File: src/rtl/mux4_rr_arbiter.sv
// Round-robin arbiter driving the select lines of a shared 4:1 mux, with a registered one-hot grant.
// Optional hold limit (MAX_HOLD cycles while others wait) is built when MUX_HOLD_LIMIT_EN is defined.
module mux4_rr_arbiter #(
    parameter int MAX_HOLD = 8
) (
    input  logic       clk,
    input  logic       reset,
    input  logic [3:0] req,
    output logic [3:0] gnt,
    output logic       s1,
    output logic       s0,
    output logic       busy
);

    localparam logic [0:0] ST_IDLE = 1'b0;
    localparam logic [0:0] ST_OWN  = 1'b1;

    logic [0:0] state_q, state_d;
    logic [3:0] gnt_q, gnt_d;
    logic [1:0] sel_q, sel_d;
    logic [1:0] last_q, last_d;

    logic [3:0] others;
    logic       owner_req;
    logic [2:0] pick_idle;
    logic [2:0] pick_next;
    logic       take;
    logic [1:0] take_idx;

    // Returns {found, index}; search order is base+1, base+2, base+3, base (mod 4).
    function automatic logic [2:0] rr_pick(input logic [1:0] base, input logic [3:0] mask);
        logic [2:0] res;
        logic [1:0] idx;
        res = 3'b000;
        for (int k = 4; k >= 1; k--) begin
            idx = base + 2'(k);
            if (mask[idx]) begin
                res = {1'b1, idx};
            end
        end
        return res;
    endfunction

    assign others    = req & ~gnt_q;
    assign owner_req = |(req & gnt_q);
    assign pick_idle = rr_pick(last_q, req);
    assign pick_next = rr_pick(sel_q, others);

`ifdef MUX_HOLD_LIMIT_EN
    localparam int         HOLD_LIM = (MAX_HOLD < 2) ? 2 : ((MAX_HOLD > 255) ? 255 : MAX_HOLD);
    localparam logic [7:0] HOLD_TC  = 8'(HOLD_LIM - 1);

    logic [7:0] hold_q, hold_d;
    logic       hold_expired;

    assign hold_expired = (hold_q >= HOLD_TC);
`endif

    always_comb begin
        state_d  = state_q;
        gnt_d    = gnt_q;
        sel_d    = sel_q;
        last_d   = last_q;
        take     = 1'b0;
        take_idx = 2'd0;

        case (state_q)
            ST_IDLE: begin
                if (pick_idle[2]) begin
                    take     = 1'b1;
                    take_idx = pick_idle[1:0];
                end
            end
            ST_OWN: begin
                if (!owner_req) begin
                    if (pick_next[2]) begin
                        take     = 1'b1;
                        take_idx = pick_next[1:0];
                    end else begin
                        state_d = ST_IDLE;
                        gnt_d   = 4'b0000;
                    end
`ifdef MUX_HOLD_LIMIT_EN
                end else if (hold_expired && pick_next[2]) begin
                    // Forced rotation: the still-requesting owner drops to lowest priority.
                    take     = 1'b1;
                    take_idx = pick_next[1:0];
`endif
                end
            end
            default: begin
                state_d = ST_IDLE;
                gnt_d   = 4'b0000;
            end
        endcase

        if (take) begin
            state_d = ST_OWN;
            gnt_d   = 4'b0001 << take_idx;
            sel_d   = take_idx;
            last_d  = take_idx;
        end
    end

`ifdef MUX_HOLD_LIMIT_EN
    always_comb begin
        hold_d = hold_q;
        if (take || (state_d == ST_IDLE)) begin
            hold_d = 8'd0;
        end else if (hold_q != 8'hFF) begin
            hold_d = hold_q + 8'd1;
        end
    end

    always_ff @(posedge clk or posedge reset) begin
        if (reset) begin
            hold_q <= 8'd0;
        end else begin
            hold_q <= hold_d;
        end
    end
`endif

    always_ff @(posedge clk or posedge reset) begin
        if (reset) begin
            state_q <= ST_IDLE;
            gnt_q   <= 4'b0000;
            sel_q   <= 2'd0;
            last_q  <= 2'd3;
        end else begin
            state_q <= state_d;
            gnt_q   <= gnt_d;
            sel_q   <= sel_d;
            last_q  <= last_d;
        end
    end

    assign gnt  = gnt_q;
    assign s1   = sel_q[1];
    assign s0   = sel_q[0];
    assign busy = (state_q == ST_OWN);

endmodule

File: config.mk
export PLATFORM = sky130hd
export DESIGN_NAME = mux4_rr_arbiter
export DESIGN_NICKNAME = d
export VERILOG_FILES = /design/src/rtl/mux4_rr_arbiter.sv
export SDC_FILE = /design/constraint.sdc
export NUM_CORES = 1
export LEC_CHECK = 0
export CORE_AREA = 2 2 39 41
export CTS_CLUSTER_SIZE = 20
export DETAILED_ROUTE_END_ITERATION = 7
export DIE_AREA = 0 0 41 43
export PLACE_DENSITY_LB_ADDON = 0.2
export REMOVE_ABC_BUFFERS = 1
export SLEW_MARGIN = 30
export SYNTH_ARGS = -nofsm -noshare
export SYNTH_HDL_FRONTEND = slang
export SYNTH_SLANG_ARGS = --single-unit
File: constraint.sdc
create_clock -name clk -period 2.15 [get_ports clk]
set_clock_uncertainty 0.15 [all_clocks]
set_input_delay 0.215 -clock clk [delete_from_list [all_inputs] [get_ports clk]]
set_output_delay 0.215 -clock clk [all_outputs]
set_load 0.01 [all_outputs]
==> metrics.md <==
| Metric | Value |
|---|---|
| PwrDens | `1350 mW/mm2` |
| Largest net degree at the start of global routing | `10` |
| Fillers | `137` |
| Peak VDD IR | `0.644 mV` |
| Root Buffer | `clkbuf_4` |
| Arrival time at the worst endpoint | `1860 ps` |
| Vias | `539` |
| Maxcap violations | `0` |
| Status | `finished clean` |
| Fin crit period | `1840 ps` |
| GR Util All Layers | `18.7%` |
| Tcrit/Tclk final | `85.8%` |
| Area leader, netlist | `dfrtp_1` |
| CTS tree | `yes` |
| Core area | `0.00138 mm2` |
| Multi-input logic area | `357 um2` |
| Area growth syn-to-layout | `32.6%` |
| Critical path peak fanout | `7` |
| R2r setup slk | `340 ps` |
| Synth area leaders | `dfrtp_1, dfstp_2, o2bb2ai_4, a21o_1, mux2_2` |
| Routability Congestion | `0.753` |
| Post-Layout Cell Count | `96` |
| Dpl cells | `92` |
| Slowest stage cell, crit path | `clkdlybuf4s50_1` |
| Crit path buffers/inverters | `1` |
| Asr flop ratio synth | `100%` |
| Antenna violations before repair | `0` |
| Grt ovf | `0` |
| Final wirelength | `1340 um` |
| Seq/Total Area, Yosys | `37.8%` |
| Final Instance Area | `800 um2` |
| Setup TNS | `0 ps` |
| CP Class | `input pin to flop` |
| Worst slew pin tran | `405 ps` |
| Pins Over Slew Limit | `0` |
| Vias in the first global route | `524` |
| Initial DRT Pass Iterations | `5` |
| Cts repair resizes | `0` |
| Final Net Count | `87` |
| Depth of the most critical reg-to-reg path | `5` |
| Worst slew margin | `72.7%` |
| Leakage | `0.339 nW` |
| Chip width | `41 um` |
| CTS Sinks | `9` |
| Final antenna-violating net count | `0` |
| Max incr delay on CP | `610 ps` |
| Cell depth of the worst setup path | `5` |
| Worst EP required | `2160 ps` |
| Hold Path Class | `input pin to async pin` |
| Commonest cells in the netlist | `dfrtp_1, nand2_1, inv_1` |
| # hold bufs at CTS | `0` |
| Netlist cell types | `32` |
| Final hold violation count | `0` |
| Placed inst area | `773 um2` |
| Clock transition at path regs | `60 ps` |
| Netlist Area Pre-Place | `603 um2` |
| Syn avg cell area | `10.1 um2` |
| Delay-heaviest family, CP | `buffers and inverters` |
| Initial Util | `43.6%` |
| Hpwl dp | `1030 um` |
| Die area | `0.00176 mm2` |
| I/O pins | `13` |
| Num rows | `14` |
| Per-cell routed wire length | `14.0 um` |
| CP Launch Type | `input pin` |
| Seq. cell area | `228 um2` |
| Port Buffer Count | `12` |
| Post-CTS setup buffers | `0` |
| CP Cell Sequence | `clkdlybuf4s50_1, nand2b_1, or3_1, a41o_1, o31ai_2` |
| Final setup violation count | `0` |
| Max Fclk | `0.542 GHz` |
| Via/cell ratio | `5.61` |
| Max Root-Sink Buffers | `2` |
| RSZ-0062 raised after global routing | `false` |
| Layout cell share with drive strength beyond 1 | `23.8%` |
| Synth Flop Type | `dfrtp_1` |
| Global-route wire length before repair | `2240 um` |
| Number of synthesized register bits | `9` |
| CP Launch Point | `req[1]` |
| RR Endpoint | `sel_q[0]` |
| Yosys warnings | `0` |
| Share of Yosys cell area claimed by the top area cell type | `29.0%` |
| Htree depth | `1` |
| Ant. Diodes | `0` |
| Worst skew pair latency | `250 ps` |
| Die Y | `43 um` |
| Post-Syn Instances | `60` |
| Reg2Reg Launch Point | `gnt[3]` |
| EDFF count, synth | `0` |
| Detailed Route Iter0 Violations | `10` |
| Drt drc | `0` |
| CP Capture Type | `flop` |
| Number of buffers created by CTS | `3` |
| Count leader, synth | `dfrtp_1` |
## where the power goes
part / total [W] / leakage (nW) / switching, W / internal [W]
combinational: 0.000595 / 0.218 / 0.000280 / 0.000315
sequential: 0.000352 / 0.106 / 0.0000948 / 0.000257
clock: 0.000128 / 0.0150 / 0.0000570 / 0.0000714
total: 0.00108 / 0.339 / 0.000432 / 0.000644
## flip-flops by register name, indices dropped and copies added, names as in the netlist
signal,count
gnt,4
busy,1
last_q,2
sel_q,2
## worst register-to-register path: cells and delay by family, from the launching register on
family / cells / cell delay, ps
flip-flops: 1 / 410
AO/OA/AOI/OAI: 3 / 520
AND/OR/NAND/NOR: 1 / 270
multiplexers: 1 / 350
## layout by cell type, fill, tap and decap left out, drive strengths merged
cell,count
and2b,1
nor2,4
buf,4
a21o,3
o21ai,4
o31ai,1
or3,1
nand2,6
inv,5
a32o,1
a211oi,1
o211ai,1
a22o,1
o22ai,1
dfstp,2
a21oi,1
clkbuf,4
nor3,1
dfrtp,7
o2bb2ai,1
mux2i,2
nor3b,1
o221ai,1
a221oi,1
a31oi,1
a41o,1
nor2b,2
mux2,2
a41oi,1
a222oi,1
nand2b,3
clkdlybuf4s50,12
nor4,1
and3,1
## routing by layer
layer / part of all wire (%) / wire length, um / GRT usage [%]
met1: 47 / 624 / 24.1
met2: 49 / 655 / 29.4
met3: 4.0 / 53 / 1.57
met4: 0.60 / 8 / 10.0
met5: 0 / 0 / 0
## kinds of logic after synthesis
family                 synth area share (%)
AOI/OAI and AO/OA                      32.2
and+or+nand+nor                        19.9
DFF                                    37.8
buffers and inverters                  3.11
muxes                                  7.05
## layout make-up
type                       count  share of cell area (%)
sequential                     9                    28.5
clock buffer                   4                    3.29
multi-input combinational     46                    44.6
inverter                       5                    2.35
timing repair buffer          16                    18.8
tap                           16                    2.50
## stage by stage
step	util, %	hold WS [ps]	setup slack [ps]	power [W]
2_1_floorplan	-	-109	409	0.000744
3_3_place_gp	55.9	350	21.5	0.000944
3_5_place_dp	55.9	347	48.9	0.000948
4_1_cts	57.8	63.5	321	0.00109
5_1_grt	57.8	111	218	0.00116
6_report	57.8	64.4	306	0.00108
## worst max path at each step
stage and end:
2_1_floorplan sel_q[0], 3_3_place_gp sel_q[0], 3_5_place_dp sel_q[0], 4_1_cts sel_q[0], 5_1_grt sel_q[0], 6_report gnt[0]
Note: power is estimated with default switching activity, not from simulation.
